==> config.mk <==
export PLATFORM = sky130hd
export DESIGN_NAME = core_lsu_ctrl_flat
export DESIGN_NICKNAME = d
export VERILOG_FILES = /design/src/rtl/core_lsu_ctrl_if.sv /design/src/rtl/core_lsu_ctrl.sv /design/src/flat_wrapper.sv
export SDC_FILE = /design/constraint.sdc
export NUM_CORES = 1
export LEC_CHECK = 0
export ABC_AREA = 1
export BUFFER_PORTS_ARGS = -buffer_cell sky130_fd_sc_hd__buf_2
export CORE_MARGIN = 5
export CORE_UTILIZATION = 45
export CTS_CLUSTER_SIZE = 16
export DETAILED_ROUTE_END_ITERATION = 12
export PLACE_DENSITY = 0.79
export RECOVER_POWER = 50
export REMOVE_ABC_BUFFERS = 1
export SLEW_MARGIN = 20
export SYNTH_ARGS = -nofsm -noshare
export SYNTH_HDL_FRONTEND = slang
export SYNTH_SLANG_ARGS = --single-unit
==> constraint.sdc <==
create_clock -name clk -period 1.6 [get_ports clk]
set_input_delay 0.24 -clock clk [delete_from_list [all_inputs] [get_ports clk]]
set_output_delay 0.24 -clock clk [all_outputs]
set_load 0.005 [all_outputs]
==> src/rtl/core_lsu_ctrl_if.sv <==
// core_lsu_ctrl_if: bundles every MEM-stage, L1D and write-back signal of the
// load/store controller.
//   slave  : the controller side (core_lsu_ctrl)
//   master : the pipeline/cache side that drives requests and acks
// Signal names keep the _in/_out suffixes as seen from the controller.
interface core_lsu_ctrl_if;
    logic        mem_req_in;
    logic        mem_we_in;
    logic [1:0]  mem_size_in;
    logic [31:0] mem_addr_in;
    logic [31:0] mem_wdata_in;
    logic        flush_in;

    logic        l1d_req_out;
    logic        l1d_we_out;
    logic [31:0] l1d_addr_out;
    logic [3:0]  l1d_be_out;
    logic [31:0] l1d_wdata_out;
    logic        l1d_ack_in;
    logic [31:0] l1d_rdata_in;

    logic [31:0] wb_mem_data_out;
    logic        wb_ack_out;
    logic        stall_out;
    logic        misalign_out;
    logic        timeout_err_out;

    modport slave (
        input  mem_req_in, mem_we_in, mem_size_in, mem_addr_in, mem_wdata_in,
        input  flush_in, l1d_ack_in, l1d_rdata_in,
        output l1d_req_out, l1d_we_out, l1d_addr_out, l1d_be_out, l1d_wdata_out,
        output wb_mem_data_out, wb_ack_out, stall_out, misalign_out, timeout_err_out
    );

    modport master (
        output mem_req_in, mem_we_in, mem_size_in, mem_addr_in, mem_wdata_in,
        output flush_in, l1d_ack_in, l1d_rdata_in,
        input  l1d_req_out, l1d_we_out, l1d_addr_out, l1d_be_out, l1d_wdata_out,
        input  wb_mem_data_out, wb_ack_out, stall_out, misalign_out, timeout_err_out
    );
endinterface

==> src/rtl/core_lsu_ctrl.sv <==
// core_lsu_ctrl: single-outstanding load/store controller between the MEM
// stage and the L1 data cache.
// Ports:
//   clk  - rising-edge clock
//   rst  - synchronous active-high reset
//   bus  - core_lsu_ctrl_if.slave: MEM request, L1D request/ack, WB result,
//          stall / misalign / timeout indications
// Parameter ACK_TIMEOUT (2..255): BUSY cycles allowed before giving up on ack.
//
// state | meaning
// ------+-------------------------------------------------------------
// IDLE  | waiting for an aligned, unflushed MEM request
// BUSY  | L1D request held; waiting for ack or timeout
// DONE  | one-cycle write-back pulse (data or timeout error)
module core_lsu_ctrl #(
    parameter int unsigned ACK_TIMEOUT = 16
) (
    input logic           clk,
    input logic           rst,
    core_lsu_ctrl_if.slave bus
);

    typedef enum logic [1:0] {IDLE, BUSY, DONE} state_t;

    localparam logic [7:0] CNT_LAST = 8'(ACK_TIMEOUT - 1);

    state_t      state_q;
    logic [7:0]  cnt_q;
    logic        kill_q;
    logic        tmo_pend_q;
    logic        we_q;
    logic [1:0]  size_q;
    logic [1:0]  off_q;
    logic [31:0] addr_q;
    logic [3:0]  be_q;
    logic [31:0] wdata_q;
    logic [31:0] wb_data_q;

    logic        misaligned;
    logic        req_seen;
    logic        accept;
    logic        kill_d;
    logic [3:0]  be_d;
    logic [31:0] wdata_d;
    logic [31:0] rdata_shifted;
    logic [31:0] load_data;

    always_comb begin
        misaligned = ((bus.mem_size_in == 2'b01) && bus.mem_addr_in[0]) ||
                     (bus.mem_size_in[1] && (bus.mem_addr_in[1:0] != 2'b00));
        // Requests are only looked at in IDLE, never under flush or reset.
        req_seen   = !rst && (state_q == IDLE) && bus.mem_req_in && !bus.flush_in;
        accept     = req_seen && !misaligned;
        kill_d     = kill_q || bus.flush_in;

        case (bus.mem_size_in)
            2'b00:   be_d = 4'b0001 << bus.mem_addr_in[1:0];
            2'b01:   be_d = bus.mem_addr_in[1] ? 4'b1100 : 4'b0011;
            default: be_d = 4'b1111;
        endcase

        case (bus.mem_size_in)
            2'b00:   wdata_d = {4{bus.mem_wdata_in[7:0]}};
            2'b01:   wdata_d = {2{bus.mem_wdata_in[15:0]}};
            default: wdata_d = bus.mem_wdata_in;
        endcase

        rdata_shifted = bus.l1d_rdata_in >> {off_q, 3'b000};
        case (size_q)
            2'b00:   load_data = {24'b0, rdata_shifted[7:0]};
            2'b01:   load_data = {16'b0, rdata_shifted[15:0]};
            default: load_data = rdata_shifted;
        endcase
    end

    always_ff @(posedge clk) begin
        if (rst) begin
            state_q    <= IDLE;
            cnt_q      <= '0;
            kill_q     <= 1'b0;
            tmo_pend_q <= 1'b0;
            we_q       <= 1'b0;
            size_q     <= '0;
            off_q      <= '0;
            addr_q     <= '0;
            be_q       <= '0;
            wdata_q    <= '0;
            wb_data_q  <= '0;
        end else begin
            case (state_q)
                IDLE: begin
                    if (accept) begin
                        we_q       <= bus.mem_we_in;
                        size_q     <= bus.mem_size_in;
                        off_q      <= bus.mem_addr_in[1:0];
                        addr_q     <= {bus.mem_addr_in[31:2], 2'b00};
                        be_q       <= be_d;
                        wdata_q    <= wdata_d;
                        cnt_q      <= '0;
                        kill_q     <= 1'b0;
                        tmo_pend_q <= 1'b0;
                        state_q    <= BUSY;
                    end
                end
                BUSY: begin
                    kill_q <= kill_d;
                    if (bus.l1d_ack_in) begin
                        // A killed access completes silently and keeps the old WB data.
                        if (!kill_d) begin
                            wb_data_q <= we_q ? 32'h0 : load_data;
                        end
                        state_q <= kill_d ? IDLE : DONE;
                    end else if (cnt_q == CNT_LAST) begin
                        if (!kill_d) begin
                            wb_data_q  <= '0;
                            tmo_pend_q <= 1'b1;
                        end
                        state_q <= kill_d ? IDLE : DONE;
                    end else begin
                        cnt_q <= cnt_q + 8'd1;
                    end
                end
                DONE: begin
                    tmo_pend_q <= 1'b0;
                    state_q    <= IDLE;
                end
                default: state_q <= IDLE;
            endcase
        end
    end

    assign bus.l1d_req_out     = (state_q == BUSY);
    assign bus.l1d_we_out      = we_q;
    assign bus.l1d_addr_out    = addr_q;
    assign bus.l1d_be_out      = be_q;
    assign bus.l1d_wdata_out   = wdata_q;
    assign bus.wb_mem_data_out = wb_data_q;
    assign bus.wb_ack_out      = (state_q == DONE);
    assign bus.timeout_err_out = (state_q == DONE) && tmo_pend_q;
    // Stall is raised in the accept cycle itself so the pipeline holds MEM.
    assign bus.stall_out       = accept || (state_q == BUSY);
    assign bus.misalign_out    = req_seen && misaligned;

endmodule

==> src/flat_wrapper.sv <==
// flat-port wrapper written by rule: the top's interface ports become plain ports
module core_lsu_ctrl_flat 
#(
    parameter int unsigned ACK_TIMEOUT = 16
)
  (clk, rst, bus_mem_req_in, bus_mem_we_in, bus_mem_size_in, bus_mem_addr_in, bus_mem_wdata_in, bus_flush_in, bus_l1d_ack_in, bus_l1d_rdata_in, bus_l1d_req_out, bus_l1d_we_out, bus_l1d_addr_out, bus_l1d_be_out, bus_l1d_wdata_out, bus_wb_mem_data_out, bus_wb_ack_out, bus_stall_out, bus_misalign_out, bus_timeout_err_out);
  core_lsu_ctrl_if bus_i ();
  input logic clk;
  input logic rst;
  input wire logic [$bits(bus_i.mem_req_in)-1:0] bus_mem_req_in;
  input wire logic [$bits(bus_i.mem_we_in)-1:0] bus_mem_we_in;
  input wire logic [$bits(bus_i.mem_size_in)-1:0] bus_mem_size_in;
  input wire logic [$bits(bus_i.mem_addr_in)-1:0] bus_mem_addr_in;
  input wire logic [$bits(bus_i.mem_wdata_in)-1:0] bus_mem_wdata_in;
  input wire logic [$bits(bus_i.flush_in)-1:0] bus_flush_in;
  input wire logic [$bits(bus_i.l1d_ack_in)-1:0] bus_l1d_ack_in;
  input wire logic [$bits(bus_i.l1d_rdata_in)-1:0] bus_l1d_rdata_in;
  output wire logic [$bits(bus_i.l1d_req_out)-1:0] bus_l1d_req_out;
  output wire logic [$bits(bus_i.l1d_we_out)-1:0] bus_l1d_we_out;
  output wire logic [$bits(bus_i.l1d_addr_out)-1:0] bus_l1d_addr_out;
  output wire logic [$bits(bus_i.l1d_be_out)-1:0] bus_l1d_be_out;
  output wire logic [$bits(bus_i.l1d_wdata_out)-1:0] bus_l1d_wdata_out;
  output wire logic [$bits(bus_i.wb_mem_data_out)-1:0] bus_wb_mem_data_out;
  output wire logic [$bits(bus_i.wb_ack_out)-1:0] bus_wb_ack_out;
  output wire logic [$bits(bus_i.stall_out)-1:0] bus_stall_out;
  output wire logic [$bits(bus_i.misalign_out)-1:0] bus_misalign_out;
  output wire logic [$bits(bus_i.timeout_err_out)-1:0] bus_timeout_err_out;
  assign bus_i.mem_req_in = bus_mem_req_in;
  assign bus_i.mem_we_in = bus_mem_we_in;
  assign bus_i.mem_size_in = bus_mem_size_in;
  assign bus_i.mem_addr_in = bus_mem_addr_in;
  assign bus_i.mem_wdata_in = bus_mem_wdata_in;
  assign bus_i.flush_in = bus_flush_in;
  assign bus_i.l1d_ack_in = bus_l1d_ack_in;
  assign bus_i.l1d_rdata_in = bus_l1d_rdata_in;
  assign bus_l1d_req_out = bus_i.l1d_req_out;
  assign bus_l1d_we_out = bus_i.l1d_we_out;
  assign bus_l1d_addr_out = bus_i.l1d_addr_out;
  assign bus_l1d_be_out = bus_i.l1d_be_out;
  assign bus_l1d_wdata_out = bus_i.l1d_wdata_out;
  assign bus_wb_mem_data_out = bus_i.wb_mem_data_out;
  assign bus_wb_ack_out = bus_i.wb_ack_out;
  assign bus_stall_out = bus_i.stall_out;
  assign bus_misalign_out = bus_i.misalign_out;
  assign bus_timeout_err_out = bus_i.timeout_err_out;
  core_lsu_ctrl #(.ACK_TIMEOUT(ACK_TIMEOUT)) u_core (.clk(clk), .rst(rst), .bus(bus_i));
endmodule
==> key figures, run 1 <==
Run status
  • Status: finished with violations
  • Failing checks: setup timing

Final layout
  • Commonest non-fill, non-tap cell in the layout: nand2_1
  • Fin cells: 1146
  • ANT cells: 0
  • Share of cells above drive strength 1: 0.2832
  • Layout Nets: approximately 1100
  • P&R area growth vs syn: 40.40%
  • Most frequent cells in the layout: nand2_1 (170), buf_2 (147), dfxtp_1 (113)
  • Final Cell Area: ~7400 um2
  • Final core utilization: 0.6450

Power and ir drop
  • Sw Ratio: 0.2440
  • Internal Power: 5.632 mW
  • Power Dens Cells: 1007 nW/um2
  • Comb pwr share: 0.101
  • Net Sw Power: 1.817 mW
  • PnR Total Power: around 7.4 mW
  • Leak Pwr: 3.276 nW
  • Worst VDD drop: between 0.8 and 0.9 mV
  • Sequential Power Share: 0.399
  • Clock network power share: 0.500

Clock network
  • Root buffer cell: clkbuf_16
  • Clk sinks: 115
  • Maximum root-to-sink buffer count: 2
  • CTS Buf Count: 17
  • CTS tree: done
  • Cts hold-fix bufs: 0
  • H-Tree Depth: 4
  • Clock Pin Slew Worst Setup and Hold Paths: 0.06 ns
  • Worst-Skew Late Latency: 0.41 ns

Hold path
  • Hold Crit Start: bus_mem_we_in
  • Hold Path Sink: u_core.bus.l1d_we_out$_SDFFE_PP0P_
  • Hold Path Depth: 3
  • Hold Path Class: in2reg

Synth
  • Main synth FF type: dfxtp_1
  • Post-synthesis register bit count: 115
  • Post-synth EDFFs: 0
  • Total of warnings raised by yosys: 0
  • Async set or reset register ratio after synthesis: 0
  • Mapped Cells: 759
  • Yosys cell types: 30
  • Register area share after synthesis: 0.4371
  • Synth Area per Inst: 6.940 um2
  • Cell area after synthesis: 5268 um2

Worst setup path
  • CP Max Fanout: 2
  • CP arrival: 1.41 ns
  • R2r worst-path depth: 10
  • CP required: 1.36 ns
  • Reg-to-Reg Start: u_core.state_q[1]$_SDFFE_PP0P_
  • Flop-to-flop setup slack: 0.02 ns
  • CP endpoint kind: output pin
  • Critical R2R Capture: u_core.bus.l1d_wdata_out[17]$_SDFFE_PP0P_
  • Crit Path Category: reg2out
  • Crit path launch: u_core.state_q[1]$_SDFFE_PP0P_
  • CP startpoint kind: flip-flop

Place
  • Placed inst area: between 6000 and 7000 um2
  • Placed Cells incl. Taps: 1103
  • Place WS: -0.03312 ns
  • I/O Buffers: 207
  • DPL Wire Length: 11.62 mm
  • Placer Congestion: 0.8732

STA
  • Post-Route Setup TNS: -0.07119 ns
  • Final Slew Violations: 0
  • Max Clock Skew: 0.01260 ns
  • RSZ-0062 raised after global routing: true
  • Setup ws final: -0.05466 ns
  • # setup viols final: 2
  • Min cycle time layout: 1.655 ns
  • Fmax: 0.6044 GHz
  • Final Cycle Share: 1.034
  • Fin Hold WS: 0.06745 ns
  • Hold Fails Final Rpt: 0

Routing
  • Drt drc: 0
  • Vias per cell: 5.053
  • Vias: between 5000 and 6000
  • DRT Pass-1 Iters: 6
  • DR WL/cell: ~15 um
  • Antenna Nets Post-Route: 0
  • Aggregate routed wire length: approximately 17 mm
  • DRT iter0 DRCs: 336

Global route
  • Gr usage total: 0.2321
  • Initial antenna violation count: 0
  • Largest net degree at the start of global routing: 36
  • GRT overflow: 0
  • Vias in the first global route: 5433
  • First-pass GRT wire length: 26.59 mm

Die
  • DIE HEIGHT: ~120 um
  • Die Width: 118.2 um
  • # IOs: 210
  • # rows: 39
  • Initial Utilization: 0.4594
  • Placeable Area: 11470 um2
  • Full die area: 13970 um2

Job
  • Maxcap violations: 0
==> power groups by stage <==
stage / registers [mW] / clock network [mW] / logic [mW]
2_1_floorplan: 3.04 / 0 / 0.310
3_3_place_gp: 3.03 / 0 / 0.716
3_5_place_dp: 3.03 / 0 / 0.725
4_1_cts: 2.97 / 3.76 / 0.739
5_1_grt: 2.98 / 3.91 / 0.840
6_report: 2.97 / 3.72 / 0.753
==> layout make-up <==
| type | instances | area [um2] |
|---|---|---|
| multi-input cells | 556 | 2628 |
| repair buffers | 262 | 1545 |
| well taps | 143 | 178.9 |
| clock buffers | 20 | 456.7 |
| fillers | 1051 | 4071 |
| flip-flops and latches | 115 | 2305 |
| inverters | 38 | 150.1 |
| clock inverters | 12 | 132.6 |
==> cell families (layout without fill, tap and decap cells) <==
kind of cell	count (synthesis)	count (layout)	share of synthesized area
simple gates	399	399	0.3192
compound gates	152	152	0.1644
flops	115	115	0.4371
buf+inv	89	332	0.07292
xor+xnor	2	2	0.003326
fa+ha+maj	1	1	0.002375
other cells	1	2	0.0007119
==> sequential cells by signal, indices dropped and copies added, names as in the netlist <==
| signal | count |
|---|---|
| u_core.cnt_q | 8 |
| u_core.state_q | 2 |
| u_core.off_q | 2 |
| u_core.bus.l1d_we_out | 1 |
| u_core.bus.l1d_wdata_out | 32 |
| u_core.bus.wb_mem_data_out | 32 |
| u_core.tmo_pend_q | 1 |
| u_core.size_q | 2 |
| u_core.bus.l1d_be_out | 4 |
| u_core.bus.l1d_addr_out | 30 |
| u_core.kill_q | 1 |
==> worst max-delay path by stage <==
stage	to	slack, ns	depth (start not counted)
2_1_floorplan	u_core.bus.l1d_wdata_out[16]$_SDFFE_PP0P_	-0.84	7
3_3_place_gp	u_core.cnt_q[6]$_SDFFE_PP0P_	0.02	10
3_5_place_dp	u_core.cnt_q[6]$_SDFFE_PP0P_	-0.03	10
4_1_cts	bus_stall_out	-0.03	6
5_1_grt	bus_timeout_err_out	-0.1	6
6_report	bus_stall_out	-0.05	8
==> worst max-delay path, stage by stage, from the launching register on <==
cell and delay, ns:
dfxtp_2 0.32, inv_2 0.06, nand2_2 0.06, nor2_1 0.11, buf_4 0.13, nand2_4 0.05, buf_12 0.13, nand2_4 0.05
buf_6 0.08
==> cells in the mapped netlist (2+ instances only) <==
cell	instances	area, um2
nand2_1	173	649.4
nor2_1	112	420.4
nor3_1	2	10.01
nand3_1	96	480.5
buf_4	4	30.03
or2_2	9	56.30
dfxtp_1	115	2302
clkbuf_1	25	93.84
xor2_1	2	17.52
o211ai_1	8	60.06
inv_2	4	15.01
o21ai_0	66	330.3
nor2_4	3	33.78
buf_1	6	22.52
buf_6	2	22.52
o21ai_1	3	15.01
a21oi_1	54	270.3
inv_1	32	120.1
o21ai_2	19	166.4
buf_2	14	70.07
==> repair_timing <==
action,CTS,global route
cloned,0,2
setup buffers,5,4
endpoints found under the setup margin,1,52
pin swaps,2,3
endpoints found under the hold margin,0,0
resized for setup,7,22
==> routing by layer <==
layer / GRT usage / vias up / wire length (um)
met2: 0.3914 / 199 / 8508
met4: 0.09104 / 0 / 396
met5: 0 / - / 0
met3: 0.06590 / 35 / 972
met1: 0.2792 / 2621 / 6991
li1: - / 2936 / -
Power figures use the tool's default switching activity.
==> inputs of run 2 (changes only) <==
Settings changed: CORE_UTILIZATION 45 to 44, PLACE_DENSITY 0.79 to 0.8.
Clock period 1.6 ns to 1.4 ns, I/O delays scaled along.
==> run 2 against run 1 <==
Effect of this change: final area is 9.7% higher; global-route usage is 2.2 points higher; via count is 6.2% higher; largest power group unchanged; the flow still finishes with violations (setup timing); critical path depth is 1 lower; die area is 2.1% higher; flip-flop and latch count stayed put.
==> key figures, run 2 (same netlist as run 1, synthesis figures left out) <==
Run status
  • Status: finished with violations
  • Failing checks: setup timing

STA
  • Max Clock Skew: 0.008523 ns
  • Final Cycle Share: 1.166
  • RSZ-0062 raised after global routing: true
  • Setup ws final: -0.2326 ns
  • Min cycle time layout: 1.633 ns
  • Hold Fails Final Rpt: 0
  • Fmax: 0.6125 GHz
  • Final Slew Violations: 0
  • # setup viols final: 102
  • Fin Hold WS: 0.02688 ns

Global route
  • Largest net degree at the start of global routing: 36
  • Vias in the first global route: between 5000 and 6000
  • Initial antenna violation count: 2
  • First-pass GRT wire length: 29.21 mm
  • Gr usage total: 0.2536
  • GRT overflow: 0

Routing
  • DRT iter0 DRCs: 479
  • Drt drc: 0
  • DRT Pass-1 Iters: 6
  • Aggregate routed wire length: about 19 mm
  • Vias per cell: 5.235
  • Vias: 6151
  • DR WL/cell: roughly 16 um
  • Antenna Nets Post-Route: 0

Place
  • DPL Wire Length: 12.24 mm
  • Placer Congestion: 0.9038
  • I/O Buffers: 207
  • Placed inst area: 6878 um2
  • Place WS: -0.1055 ns

Clock network
  • Cts hold-fix bufs: 0
  • Root buffer cell: clkbuf_16
  • CTS tree: done
  • Clock Pin Slew Worst Setup and Hold Paths: approximately 0.060 ns
  • Worst-Skew Late Latency: 0.42 ns
  • CTS Buf Count: 17
  • Maximum root-to-sink buffer count: 2
  • Clk sinks: ~120
  • H-Tree Depth: 4

Final layout
  • P&R area growth vs syn: 54.09%
  • Most frequent cells in the layout: buf_2 (175), nand2_1 (166), dfxtp_1 (111)
  • Layout Nets: 1119
  • Final Cell Area: slightly above 8000 um2
  • Share of cells above drive strength 1: 0.3674
  • Fillers: 927
  • Commonest non-fill, non-tap cell in the layout: buf_2

Die
  • Die Width: 119.4 um
  • Full die area: 14260 um2
  • Initial Utilization: 0.4441
  • # rows: 40
  • # IOs: 210
  • Placeable Area: 11860 um2
  • DIE HEIGHT: 119.4 um

Worst setup path
  • Cell Chain, Critical Path: inv_2, buf_4, nor2_4, buf_4, buf_6, buf_6, buf_6
  • Crit Path Category: reg2out
  • CP arrival: 1.42 ns
  • CP Max Fanout: 2
  • CP required: 1.19 ns
  • CP startpoint kind: flip-flop
  • Max incr delay on CP: 0.34 ns
  • Crit-path slowest cell: dfxtp_2
  • Top delay family on crit path: buffers and inverters
  • CP bufs+invs: 6
  • CP endpoint kind: output pin
  • Most used cell, CP: buf_6

Power and ir drop
  • Clock network power share: 0.488
  • Internal Power: 6.367 mW
  • Sequential Power Share: 0.398
  • Comb pwr share: 0.114
  • Worst VDD drop: 0.8114 mV
  • Leak Pwr: 3.636 nW
  • Power Dens Cells: roughly 1100 nW/um2
  • Sw Ratio: 0.2532
  • Net Sw Power: roughly 2.2 mW

Job
  • Maxcap violations: 0

Hold path
  • Hold Path Class: in2reg
==> run 2: cell count changes in the layout (fill, tap and decap cells not counted), sizes merged <==
cell      change
bufbuf        +3
clkinv        -2
inv           +1
bufinv        -1
diode         +2
clkbuf       -30
clkinvlp      +1
buf          +51
==> run 2: tightest hold or removal path, cell delays in order <==
cell and delay [ns]:
buf_2 0.08, o21ai_1 0.06, nor2_1 0.07
==> run 2: area by class of cell <==
| class | count | area (um2) | area share |
|---|---|---|---|
| inverter | 38 | 152.6 | 0.01881 |
| clock inverter | 11 | 105.1 | 0.01295 |
| timing repair buffer | 286 | 2056 | 0.2533 |
| antenna | 2 | 5.005 | 0.0006166 |
| multi-input combinational | 556 | 2840 | 0.3499 |
| tap | 147 | 183.9 | 0.02266 |
| sequential | 115 | 2307 | 0.2843 |
| clock buffer | 20 | 466.7 | 0.05750 |
==> run 2: what timing repair did <==
item / in CTS / in global routing
pin swaps: 5 / 9
endpoints found under the setup margin: 87 / 119
setup buffers: 11 / 1
cloned: 7 / 2
resized for setup: 44 / 58
==> run 2: final timing paths <==
kind                                                  from                                    endpoint  slack (ns)  depth (start not counted)
setup / recovery            u_core.state_q[0]$_SDFFE_PP0P_                             bus_l1d_req_out       -0.23                          7
hold / removal                               bus_mem_we_in          u_core.bus.l1d_we_out$_SDFFE_PP0P_        0.03                          3
setup reg to reg            u_core.state_q[0]$_SDFFE_PP0P_  u_core.bus.wb_mem_data_out[7]$_SDFFE_PP0P_       -0.21                         13
hold reg to reg   u_core.bus.l1d_wdata_out[1]$_SDFFE_PP0P_    u_core.bus.l1d_wdata_out[1]$_SDFFE_PP0P_        0.46                          2
==> run 2: through the flow <==
step                utilization  std cells  TNS (ns)  power, mW
floorplan                     -        709    -82.51      3.832
global placement         0.5799       1123    -4.190      4.310
detailed placement       0.5799       1123    -5.408      4.324
CTS                      0.6669       1170    -8.895      8.516
global route             0.6843       1175    -18.48      8.822
finish                   0.6843       1175    -10.56      8.526
==> run 2: per-layer routing <==
layer | GRT usage | up-vias | share of wire
met5 | 0 | - | 0
met4 | 0.1460 | 0 | 0.052
met3 | 0.05698 | 83 | 0.060
met2 | 0.4338 | 255 | 0.50
met1 | 0.2900 | 2822 | 0.39
li1 | - | 2991 | -
==> run 2: power groups by stage <==
stage                     clock network [mW]  registers (mW)  logic, mW
final                                   4.16            3.40      0.973
after global routing                    4.35            3.40       1.07
after CTS                               4.19            3.39      0.931
after detailed placement                   0            3.46      0.861
after global placement                     0            3.46      0.852
after floorplan                            0            3.48      0.354
